[src/rtl/gb_leaf_periph.sv]
// Ghostbus leaf peripheral. It decodes the low RD+1 address bits of the window
// that the parent decoder has already selected. The lower half of the window
// holds a small CSR bank. The upper half maps a single-port RAM. The block also
// counts rising edges of an asynchronous status input.
module gb_leaf_periph #(
    parameter int          AW = 24,
    parameter int          DW = 32,
    parameter int          GW = 8,
    parameter int          RD = 5,
    parameter logic [31:0] ID = 32'h0000_BA2F
) (
    input  logic          clk,
    input  logic          rst,
    input  logic [AW-1:0] gb_addr,
    input  logic [DW-1:0] gb_wdata,
    output logic [DW-1:0] gb_rdata,
    input  logic          gb_we,
    input  logic          gb_wstb,
    input  logic          gb_rstb,
    input  logic          demo_sig,
    output logic          ctrl_out
);

    localparam int DEPTH = 1 << RD;

    // Local address decode. Bit RD picks the RAM half of the window.
    logic [RD:0]   a;
    logic          ram_hit;
    logic [RD-1:0] idx;
    logic          wr_en;
    logic          wr_ctrl;
    logic          wr_edgecnt;

    assign a          = gb_addr[RD:0];
    assign ram_hit    = a[RD];
    assign idx        = a[RD-1:0];
    assign wr_en      = gb_we & gb_wstb;
    assign wr_ctrl    = wr_en & ~ram_hit & (idx == RD'(1));
    assign wr_edgecnt = wr_en & ~ram_hit & (idx == RD'(3));

    // The parent has already matched the upper address bits, so they are ignored here.
    logic unused_addr;
    assign unused_addr = ^gb_addr[AW-1:RD+1];

    // ------------------------------------------------------------------
    // CTRL register
    // ------------------------------------------------------------------
    logic [DW-1:0] ctrl_q, ctrl_d;

    // Next CTRL value: load the full bus word on a qualified write.
    always_comb begin
        ctrl_d = ctrl_q;
        if (wr_ctrl) begin
            ctrl_d = gb_wdata;
        end
    end

    // CTRL state register.
    always_ff @(posedge clk or posedge rst) begin
        if (rst) ctrl_q <= '0;
        else     ctrl_q <= ctrl_d;
    end

    assign ctrl_out = ctrl_q[0];

    // ------------------------------------------------------------------
    // demo_sig synchronizer and edge counter
    // ------------------------------------------------------------------
    // sync_q[0] = s1, sync_q[1] = s2 (the synchronized level), sync_q[2] = s3 (edge reference).
    logic [2:0]  sync_q, sync_d;
    logic        rise;
    logic [15:0] edgecnt_q, edgecnt_d;

    assign sync_d = {sync_q[1:0], demo_sig};
    assign rise   = sync_q[1] & ~sync_q[2];

    // Shift demo_sig through the synchronizer and the edge-detect flop.
    always_ff @(posedge clk or posedge rst) begin
        if (rst) sync_q <= '0;
        else     sync_q <= sync_d;
    end

    // Edge count next state. A clearing write beats a same-cycle edge.
    always_comb begin
        edgecnt_d = edgecnt_q;
        if (wr_edgecnt)  edgecnt_d = '0;
        else if (rise)   edgecnt_d = edgecnt_q + 16'd1;
    end

    // Edge counter register. It wraps naturally at 16 bits.
    always_ff @(posedge clk or posedge rst) begin
        if (rst) edgecnt_q <= '0;
        else     edgecnt_q <= edgecnt_d;
    end

    // ------------------------------------------------------------------
    // CSR read path
    // ------------------------------------------------------------------
    logic [DW-1:0] csr_val;
    logic [DW-1:0] csr_rdata_q, csr_rdata_d;
    logic          sel_ram_q, sel_ram_d;

    // Select the CSR read value. Reserved addresses and the RAM half read as 0 here.
    always_comb begin
        csr_val = '0;
        if (!ram_hit) begin
            case (idx)
                RD'(0):  csr_val = DW'(ID);
                RD'(1):  csr_val = ctrl_q;
                RD'(2):  csr_val = DW'(sync_q[1]);
                RD'(3):  csr_val = DW'(edgecnt_q);
                default: csr_val = '0;
            endcase
        end
    end

    // Capture the read on a read strobe and hold it otherwise. The output mux
    // also remembers whether the RAM or the CSR bank was addressed.
    always_comb begin
        csr_rdata_d = csr_rdata_q;
        sel_ram_d   = sel_ram_q;
        if (gb_rstb) begin
            csr_rdata_d = csr_val;
            sel_ram_d   = ram_hit;
        end
    end

    // CSR read data and read-source registers.
    always_ff @(posedge clk or posedge rst) begin
        if (rst) begin
            csr_rdata_q <= '0;
            sel_ram_q   <= 1'b0;
        end else begin
            csr_rdata_q <= csr_rdata_d;
            sel_ram_q   <= sel_ram_d;
        end
    end

    // ------------------------------------------------------------------
    // Single-port RAM, read-first, registered read
    // ------------------------------------------------------------------
    logic [GW-1:0] mem [DEPTH];
    logic [GW-1:0] ram_rdata_q;

    // RAM write and registered read. The old word is returned on a same-address
    // read/write. Reset blocks any write at that edge, but the array contents are kept.
    always_ff @(posedge clk or posedge rst) begin
        if (rst) begin
            ram_rdata_q <= '0;
        end else begin
            if (wr_en && ram_hit) begin
                mem[idx] <= gb_wdata[GW-1:0];
            end
            if (gb_rstb && ram_hit) begin
                ram_rdata_q <= mem[idx];
            end
        end
    end

    assign gb_rdata = sel_ram_q ? DW'(ram_rdata_q) : csr_rdata_q;

endmodule

[config.mk]
export PLATFORM = sky130hd
export DESIGN_NAME = gb_leaf_periph
export DESIGN_NICKNAME = d
export VERILOG_FILES = /design/src/rtl/gb_leaf_periph.sv
export SDC_FILE = /design/constraint.sdc
export NUM_CORES = 1
export LEC_CHECK = 0
export ABC_AREA = 1
export BUFFER_PORTS_ARGS = -buffer_cell sky130_fd_sc_hd__buf_4
export CAP_MARGIN = 20
export CORE_MARGIN = 4
export CORE_UTILIZATION = 55
export DETAILED_ROUTE_END_ITERATION = 7
export MAX_ROUTING_LAYER = met4
export PLACE_DENSITY = 0.87
export SLEW_MARGIN = 25
export SYNTH_ARGS = -nofsm -noshare
export SYNTH_HDL_FRONTEND = slang
export SYNTH_SLANG_ARGS = --single-unit
[constraint.sdc]
create_clock -name clk -period 2.4 [get_ports clk]
set_input_delay 0.12 -clock clk [delete_from_list [all_inputs] [get_ports clk]]
set_output_delay 0.12 -clock clk [all_outputs]
set_load 0.01 [all_outputs]
Yosys cells after proc, flatten, opt, wreduce, memory -nomap -nowiden
Memories as Yosys holds them, arrays and structs flattened. A register that Yosys moved wholly into a read port is not among the register bits.
Cells that the tools add are included.

storage, ports and cells
  bits in registers = 84
  latch bits = 0
  RAM bits = 256
  memory bits (read-only) = 0
  input port bits = 62
  output and inout port bits = 33
  word-level logic and storage cells = 30
  memories = 1

operators by class
  add/subtract/negate cells = 1
  multiply operators = 0
  divide/modulo/power cells = 0
  magnitude comparators = 0
  eq/ne operators = 3
  shift-type cells = 0
  multiplexer cells = 7
  bitwise gates (word level) = 7
  reduce and logical (&&, ||, !) cells = 6

memory list
  name  words  bits a word  read ports  clocked after Yosys merged registers in  write ports  line  RTL
  mem   32     8            1           1                                        1            142   logic [GW-1:0] mem [DEPTH];

operators with widths
  kind                                                                   count
  32-bit case mux with 4 select lines                                    1
  32-bit 2-to-1 mux                                                      2
  16-bit 2-to-1 mux                                                      2
  16-bit by 1-bit adder with 16-bit output, second input constant        1
  5-bit by 2-bit equality test with 1-bit output, second input constant  2
  1-bit bitwise AND                                                      5
  5-bit by 1-bit equality test with 1-bit output, second input constant  1
  5-bit logical NOT                                                      1
  1-bit logical AND                                                      3
  1-bit 2-to-1 mux                                                       2
  1-bit inverter                                                         2
  2-bit nonzero test                                                     1
  1-bit logical NOT                                                      1

Logic depth before layout (Yosys ltp)
Gate-level depths: netlist (run 1).

  depth after elaboration = 5
  gate-level depth with buffers = 14
  gate-level depth less buffers = 11

Worst setup path before layout (run 1)
No wires, ideal clock.

  kind = in2reg
  from = input port gb_addr[0]
  to = memory mem[11][0] (enable)
  setup time = 0.370 ns
  data arrival time = 1.208 ns
  data required time = 2.030 ns
  slack = 0.821 ns
  cell stages on the path = 6
  path buffers = 2
  cell sequence = buf_4 nand2_1 inv_2 buf_2 nand2_1 nor2_1

RTL lines
  what         line  RTL
  from (decl)  14    input logic [AW-1:0] gb_addr,
  to (decl)    142

No word-level cell before the write port.

Final worst setup path (run 1)
  from = register sel_ram_q
  to = output port gb_rdata[5]

on the way
  longest elaborated chain between the ends = 1

ends and longest elaborated chain
  what                    line  RTL
  from (decl)             101   logic sel_ram_q, sel_ram_d;
  from (signal assigned)  135   sel_ram_q <= sel_ram_d;
  32-bit 2-to-1 mux       160   assign gb_rdata = sel_ram_q ? DW'(ram_rdata_q) : csr_rdata_q;
  to (decl)               16    output logic [DW-1:0] gb_rdata,

No other way between the ends.

==> metrics, run 1 <==
Worst Reg2Reg Path Length in Cells 7; number of global-route vias before repair around 11000; Worst Hold Depth 4; cell at the root of the clock tree clkbuf_16; insertion delay to the later sink of the worst-skew pair 0.53 ns; Register-to-Register Setup Slack 0.70 ns; dominant register cell in the synthesized netlist edfxtp_1; setup fix buffers added after clock tree synthesis 0; critical register-to-register path endpoint edgecnt_q[14]; most frequent cell after synthesis nand2_1; die outline height 173 µm; cts bufs inserted 35; delay contributed by the slowest stage of the critical path 0.88 ns; setup tns final 0 ns; die footprint ~0.03 mm²; post-DR wirelength/cell 18.4 µm; overall fraction of global-route tracks in use 25.2%; max_slew headroom 44.5%; signal arrival time at the worst endpoint 2.07 ns; r2r startpoint edgecnt_q[1]; buffers and inverters on the worst path 2; total nets after synthesis roughly 1600; Cell Area, Synth 0.0149 mm²; Starting Density between 50% and 60%; total via count in the routed design 11400; kind of path behind the tightest hold check input port to flip-flop; share of layout cells above drive strength 1 13.2%; ratio of routed vias to standard cells between 5 and 6; number of fill cells 1721; gate count of the mapped netlist between 1500 and 2000; FF/Latch Area between 0.009 and 0.01 mm²; Final Wtd Congestion slightly below 0.9; H-Tree Depth 2; post-DP HPWL 21.6 mm; Post-synth EDFFs 256; number of clock sinks 348; # port buffers 76; DRC violation total after the first TritonRoute iteration between 1500 and 2000; Slew @ Worst Pin 0.833 ns; final hold vios 0; final total power 0.0130 W; clock-pin slew on the worst setup and hold paths 0.07 ns; area of the multi-input gates 0.00418 mm²; critical path class flip-flop to output port; number of slew-limit violations in the final report 0; most instantiated cells after synthesis 685 x nand2_1, 256 x edfxtp_1, 124 x nor2_1, 102 x inv_1, 92 x dfrtp_1; startpoint types flip-flop; data required time of the critical path 2.28 ns; Gates resized, CTS repair 0; total congestion overflow 0; Synth-to-Final Area Change 16.7%; final critical delay including setup and external delays 2.19 ns; die width around 170 µm; Yosys top cell area share 51.6%; largest area contributor in the synthesized netlist edfxtp_1; synth top area cells edfxtp_1 52%, nand2_1 17%, dfrtp_1 15%; final critical-path share of the clock period 91.2%; number of failing setup endpoints in the final timing report 0; number of warnings printed during yosys synthesis 0; CP Cell Sequence inv_1 > o21ai_0 > buf_4; path length in cells of the critical path 3; maximum buffer depth of the clock tree 3; highest achievable clock rate about 460 MHz; crit-path max FO 25; TritonCTS clock tree built; max-cap violations 0; FFs w/ async S/R, synth 26.4%; Detailed Route WL between 30 and 40 mm; antenna violations before repair 0; placeable core area 0.0268 mm²; Site Rows 60; Hold Path End csr_rdata_q[8]; setup repair after global routing missed its margin false; mean cell area of the mapped netlist 9.87 µm²; ANT nets after route 0; sequential cell area fraction in the yosys report 67.0%; number of synthesized register bits 348; global-route wire length before repair 59.0 mm; Ports 95; Max VDD drop 0.000612 V; cell with the largest stage delay on the worst path dfrtp_1; cell area power density about 750 mW/mm²; largest delay contributor family on the critical path flip-flops; capturing element type of the critical path output port; Static Leakage 7.62 nW; number of antenna cells inserted 0; library cells used by synthesis 34; run status completed; iteration count of the initial detailed-routing pass 5; worst hold path startpoint gb_addr[5]; maximum number of pins on one net before global-route repair 89; worst-case clock skew 0.0209 ns; number of remaining DRC errors 0; layout net count between 1500 and 2000
-- metrics by stage --
step                      util [%]  hold slack (ns)  cells  setup slack [ns]  instance area [µm²]
after floorplan                  -            0.151   1510             0.821                14900
after global placement        59.8            0.208   1920             0.467                16000
after detailed placement      59.8            0.225   1920             0.426                16000
after CTS                     64.9          0.00530   2010             0.237                17400
after global routing          64.9           0.0290   2010            0.0716                17400
final                         64.9          0.00307   2010             0.212                17400
-- where the power goes --
group | switching, W | total [W] | internal, W
combinational | 0.000662 | 0.000984 | 0.000322
clock | 0.00232 | 0.00533 | 0.00301
sequential | 0.000109 | 0.00671 | 0.00660
total | 0.00309 | 0.0130 | 0.00994
-- sequential cells by signal (all words and copies together) (netlist names) --
signal and cells:
ctrl_q 32, sync_q 3, ram_rdata_q 8, sel_ram_q 1, mem 256, csr_rdata_q 32, edgecnt_q 16
-- routing by layer --
layer	wire length, µm	up-vias	GRT usage (%)	part of all wire [%]
met5	0	-	-	0
met4	2010	0	11.7	5.4
met3	3340	176	3.87	9.0
met2	18300	686	41.9	50
met1	13200	5342	30.8	36
li1	-	5148	-	-
-- repair_timing --
action	CTS	global route
hold endpoints to repair	49	0
endpoints found under the setup margin	0	0
hold buffers	26	0
-- worst max path at each step --
stage                from          end  slack (ns)
6_report        sel_ram_q  gb_rdata[5]        0.21
5_1_grt         sel_ram_q  gb_rdata[5]        0.07
3_3_place_gp   gb_addr[1]   mem[22][5]        0.47
3_5_place_dp   gb_addr[1]   mem[26][4]        0.43
4_1_cts         sel_ram_q  gb_rdata[5]        0.24
2_1_floorplan  gb_addr[0]   mem[11][0]        0.82
-- placed cells by master (no fill, tap or decap), drive strengths merged --
master       instances
nand2              687
edfxtp             256
buf                127
nor2               126
inv                112
dfrtp               92
a21oi               47
clkbuf              42
o21ai               34
nand3               34
o22ai               27
dlygate4sd3         26
nor3                21
clkinv              15
or2                  7
clkinvlp             4
nand4                2
mux2                 2
bufinv               2
o21a                 1
a31oi                1
nor4                 1
a22o                 1
xor2                 1
ha                   1
-- kinds of logic (layout without fill, tap and decap cells) --
family,after synthesis,count (layout),share of synthesized area [%]
xor+xnor,1,1,0.0588
compound gates,111,111,4.42
fa+ha+maj,1,1,0.0839
flops,348,348,67.0
buf+inv,169,328,4.95
simple gates,878,878,23.3
mux,2,2,0.151
-- cell type report --
cell class	instances	area share, %
flip-flops and latches	348	57.4
well taps	341	2.45
repair buffers	153	7.19
clock inverters	22	1.16
inverters	111	2.44
multi-input cells	993	24.0
clock buffers	42	5.31
-- worst register-to-register path, stage by stage, from the launching register on --
cell	delay, ns
dfrtp_1	0.40
ha_1	0.19
nand3_1	0.15
nor3_1	0.32
nand2_1	0.20
nor3_1	0.16
o21ai_0	0.10
nor2_1	0.11
Note: power is estimated with default switching activity, not from simulation.
==> run 2, diff against run 1 <==
CORE_MARGIN = 8   (was 4)
CORE_UTILIZATION = 25   (was 55)
PLACE_DENSITY = 0.52   (was 0.87)
==> metrics, run 2 (synthesized netlist as in run 1, its figures left out) <==
run status completed; most frequent standard cell in the layout excluding fill and tap cells nand2_1; capturing element type of the critical path output port; post-route setup slack 0.223 ns (+0.0107 ns); Starting Density 25.3% (-30 points); cell count after placement 2359 (+23%); utilization of the core after routing 30.5% (-34 points); DRC violation total after the first TritonRoute iteration 680 (-56%); placeable core area 0.0590 mm² (+120%); global-route wire length before repair 58.7 mm (-0.63%); layout net count 1715 (+0.59%); # port buffers 76 (unchanged); crit-path max FO 12 (-52%); die outline height 260 µm (+51%); largest registers in the final layout mem x256, csr_rdata_q x32, ctrl_q x32; number of slew-limit violations in the final report 0 (unchanged); critical register-to-register path endpoint edgecnt_q[14]; setup tns final 0 ns (unchanged); Max VDD drop 0.000356 V (-42%); TritonCTS clock tree built; startpoint types flip-flop; number of remaining DRC errors 0 (unchanged); maximum number of pins on one net before global-route repair 98 (+10%); kind of path behind the tightest hold check input port to flip-flop; insertion delay to the later sink of the worst-skew pair 0.53 ns (about the same); total via count in the routed design 10300 (-8.9%); final critical delay including setup and external delays 2.18 ns (-0.0107 ns); post-DP HPWL 24.1 mm (+12%); Static Leakage 7.66 nW (+0.41%); clock-pin slew on the worst setup and hold paths 0.06 ns (about the same); H-Tree Depth 2 (unchanged); maximum buffer depth of the clock tree 3 (unchanged); Final Wtd Congestion 0.789 (-11%); antenna violations before repair 0 (unchanged); r2r startpoint edgecnt_q[1]; final hold vios 0 (unchanged); Ports 95 (unchanged); ANT nets after route 0 (unchanged); Site Rows 89 (+48%); Synth-to-Final Area Change 20.6%; Register-to-Register Setup Slack 0.62 ns (-0.08 ns); placement-stage worst setup slack 0.236 ns (-0.190 ns); overall fraction of global-route tracks in use 11.3% (-14 points); Worst Reg2Reg Path Length in Cells 7 (unchanged); Worst Hold Depth 4 (unchanged); cell at the root of the clock tree clkbuf_16; largest reg by FF count mem; cell area power density 718 mW/mm² (-4.1%); ratio of routed vias to standard cells 4.21 (-25%); max_slew headroom 55.7% (+11 points); number of clock sinks 348 (unchanged); data required time of the critical path 2.28 ns (about the same); worst-case clock skew 0.0200 ns (-0.000959 ns); number of failing setup endpoints in the final timing report 0 (unchanged); total congestion overflow 0 (unchanged); die footprint 0.0677 mm² (+130%); post-DR wirelength/cell 15.4 µm (-16%); most frequent cells in the layout 685 x nand2_1, 256 x edfxtp_1, 131 x buf_4; final total power 0.0129 W (-0.98%); signal arrival time at the worst endpoint 2.06 ns (about the same); crit path launch sel_ram_q; worst setup path endpoint gb_rdata[5]; iteration count of the initial detailed-routing pass 7 (+2); number of cells in the finished layout apart from fillers 2453 (+22%); number of global-route vias before repair 10500 (-6.4%); highest achievable clock rate 459 MHz (+0.49%); critical path class flip-flop to output port; max FFs per register 256 (unchanged); Slew @ Worst Pin 0.662 ns (-0.171 ns); setup fix buffers added after clock tree synthesis 0 (unchanged); final critical-path share of the clock period 90.7% (-0.45 points); max-cap violations 0 (unchanged); Detailed Route WL 37.7 mm (+2.0%); share of layout cells above drive strength 1 13.2% (+0.041 points); die width 260 µm (+51%); setup repair after global routing missed its margin false; cts bufs inserted 37 (+5.7%)
## run 2: metrics by stage
step,hold slack [ns],instance area [µm²]
after floorplan,0.151,14900
after global placement,0.134,16600
after detailed placement,0.139,16600
after CTS,0.00923,18000
after global routing,0.0396,18000
final,0.0310,18000
## run 2: worst max-delay path, cell delays in order, from the launching register on
cell	delay [ns]
dfrtp_1	0.57
inv_1	0.22
o21ai_0	0.52
buf_4	0.22
## run 2: per-layer routing
| metal | share of wire [%] | wire [µm] | global-route usage [%] | vias up |
|---|---|---|---|---|
| met5 | 0 | 0 | - | - |
| met4 | 3.0 | 1110 | 4.03 | 0 |
| met3 | 3.4 | 1290 | 1.63 | 70 |
| met2 | 51 | 19000 | 19.2 | 170 |
| met1 | 43 | 16200 | 13.6 | 4934 |
| li1 | - | - | - | 5163 |
## run 2: final cells by class
type | count | area [µm²]
clock buffer | 49 | 1010
timing repair buffer | 161 | 1310
antenna | 1 | 2.50
fill | 6134 | 41000
sequential | 348 | 9990
tap | 773 | 967
multi-input combinational | 993 | 4180
inverter | 111 | 425
clock inverter | 17 | 80.1
## run 2: worst min-delay path by stage
stage                     start              end  slack [ns]
floorplan              demo_sig        sync_q[0]        0.15
global route        gb_wdata[0]       mem[27][0]        0.04
CTS                     gb_rstb   csr_rdata_q[5]       0.009
finish                  gb_rstb   csr_rdata_q[5]        0.03
detailed placement          rst  csr_rdata_q[13]        0.14
global placement            rst  csr_rdata_q[13]        0.13
## run 2: power breakdown
part | total, W | internal (W) | switching, W
Clock | 0.00522 | 0.00296 | 0.00226
Combinational | 0.000974 | 0.000327 | 0.000648
Sequential | 0.00670 | 0.00661 | 0.0000979
Total | 0.0129 | 0.00990 | 0.00301
## run 2: repair_timing
| action | in CTS | in global routing |
|---|---|---|
| resized for setup | 0 | 0 |
| hold endpoints to repair | 121 | 0 |
| hold buffers | 27 | 0 |
==> run 3, diff against run 2 <==
clock period = 1.9 ns   (was 2.4 ns; I/O delays follow)
==> metrics, run 3 (synthesized netlist as in run 1, its figures left out) <==
kind of path behind the tightest hold check input port to flip-flop; number of failing setup endpoints in the final timing report 0 (unchanged); cell at the root of the clock tree clkbuf_16; crit path launch sel_ram_q; post-route setup slack 0.139 ns (-0.0838 ns); most frequent standard cell in the layout excluding fill and tap cells nand2_1; final hold vios 0 (unchanged); post-DP HPWL 25.0 mm (+3.7%); setup tns final 0 ns (unchanged); signal arrival time at the worst endpoint 1.67 ns (-0.39 ns); highest achievable clock rate 568 MHz; most frequent cells in the layout 685 x nand2_1, 256 x edfxtp_1, 140 x buf_4; data required time of the critical path 1.80 ns (-0.48 ns); critical register-to-register path endpoint edgecnt_q[14]; iteration count of the initial detailed-routing pass 5 (-2); final critical delay including setup and external delays 1.76 ns; cell area power density 924 mW/mm² (+29%); Synth-to-Final Area Change 22.6%; setup fix buffers added after clock tree synthesis 0 (unchanged); number of clock sinks 348 (unchanged); max_slew headroom 62.1% (+6.4 points); placement-stage worst setup slack 0.0949 ns (-0.142 ns); cts bufs inserted 37 (unchanged); maximum buffer depth of the clock tree 3 (unchanged); area of the multi-input gates 0.00419 mm² (about the same); share of layout cells above drive strength 1 14.7% (+1.5 points); number of remaining DRC errors 0 (unchanged); antenna violations before repair 0 (unchanged); ANT nets after route 0 (unchanged); Slew @ Worst Pin 0.568 ns (-0.0946 ns); Register-to-Register Setup Slack 0.30 ns (-0.32 ns); placeable core area 0.0590 mm² (unchanged); run status completed; Detailed Route WL 38.4 mm (+2.1%); die width 260 µm (unchanged); die outline height 260 µm (unchanged); FF/Latch Area 0.00999 mm² (about the same); critical path class flip-flop to output port; overall fraction of global-route tracks in use 11.5% (+0.20 points); max-cap violations 0 (unchanged); ratio of routed vias to standard cells 4.25 (+0.87%); Max VDD drop 0.000538 V (+51%); insertion delay to the later sink of the worst-skew pair 0.53 ns (about the same); worst setup path endpoint gb_rdata[7]; largest registers in the final layout mem x256, csr_rdata_q x32, ctrl_q x32; Static Leakage 7.82 nW (+2.2%); largest reg by FF count mem; Ports 95 (unchanged); Site Rows 89 (unchanged); # port buffers 76 (unchanged); number of fill cells 6097 (-0.60%); max FFs per register 256 (unchanged); final critical-path share of the clock period 92.7%; die footprint 0.0677 mm² (unchanged); Worst Reg2Reg Path Length in Cells 7 (unchanged); layout net count 1731 (+0.93%); post-DR wirelength/cell 15.6 µm (+1.5%); capturing element type of the critical path output port; total congestion overflow 0 (unchanged); r2r startpoint edgecnt_q[1]; Starting Density 25.3% (unchanged); total via count in the routed design 10500 (+1.4%); worst-case clock skew 0.00921 ns (-0.0108 ns); clock-pin slew on the worst setup and hold paths 0.06 ns (about the same); setup repair after global routing missed its margin false; maximum number of pins on one net before global-route repair 63 (-36%); startpoint types flip-flop; Final Wtd Congestion 0.822 (+4.2%); global-route wire length before repair 59.6 mm (+1.5%); crit-path max FO 27 (+15); number of slew-limit violations in the final report 0 (unchanged); TritonCTS clock tree built; number of global-route vias before repair 10600 (+1.6%); DRC violation total after the first TritonRoute iteration 541 (-20%); H-Tree Depth 2 (unchanged)
[run 3: per-stage QoR]
step                      hold slack, ns  power [W]  area (µm²)  utilization (%)  instances
after floorplan                    0.126    0.00930       14900                -       1510
after global placement             0.144    0.00985       16800             28.5       2374
after detailed placement           0.145    0.00987       16800             28.5       2374
after CTS                         0.0248     0.0171       18300             31.0       2466
after global routing              0.0418     0.0175       18300             31.0       2466
final                             0.0457     0.0169       18300             31.0       2467
[run 3: final cells by class]
class                   count  area share [%]
clock buffers              46            5.59
flip-flops and latches    348            54.7
diodes                      1          0.0137
clock inverters            18           0.938
inverters                 111            2.33
well taps                 773            5.29
multi-input cells         993            22.9
repair buffers            177            8.27
[run 3: worst max-delay path, stage by stage, from the launching register on]
cell,delay (ns)
dfrtp_2,0.48
buf_12,0.19
o21ai_0,0.28
buf_4,0.19
[run 3: layer usage]
layer	up-vias	share of wire, %	track usage (%)
met2	139	51	19.6
met5	-	0	-
met3	66	2.7	1.52
met4	0	2.8	3.85
met1	5080	44	14.0
li1	5201	-	-
[run 3: report_power, final]
| group | internal (W) | switching, W |
|---|---|---|
| logic | 0.000443 | 0.000837 |
| registers | 0.00834 | 0.000120 |
| clock network | 0.00422 | 0.00292 |
| total | 0.0130 | 0.00388 |
[run 3: worst min path at each step]
stage	from	to	slack [ns]	cells after the start
5_1_grt	gb_wdata[0]	mem[11][0]	0.04	1
2_1_floorplan	demo_sig	sync_q[0]	0.13	0
6_report	gb_wdata[4]	mem[4][4]	0.05	1
3_3_place_gp	rst	csr_rdata_q[13]	0.14	2
3_5_place_dp	rst	ctrl_q[14]	0.14	2
4_1_cts	gb_wdata[0]	mem[1][0]	0.02	1
[run 3: timing repair]
action / 4_1_cts / 5_1_grt
setup endpoints to repair: 2 / 2
resized for setup: 3 / 1
endpoints found under the hold margin: 120 / 0
hold buffers: 28 / 0
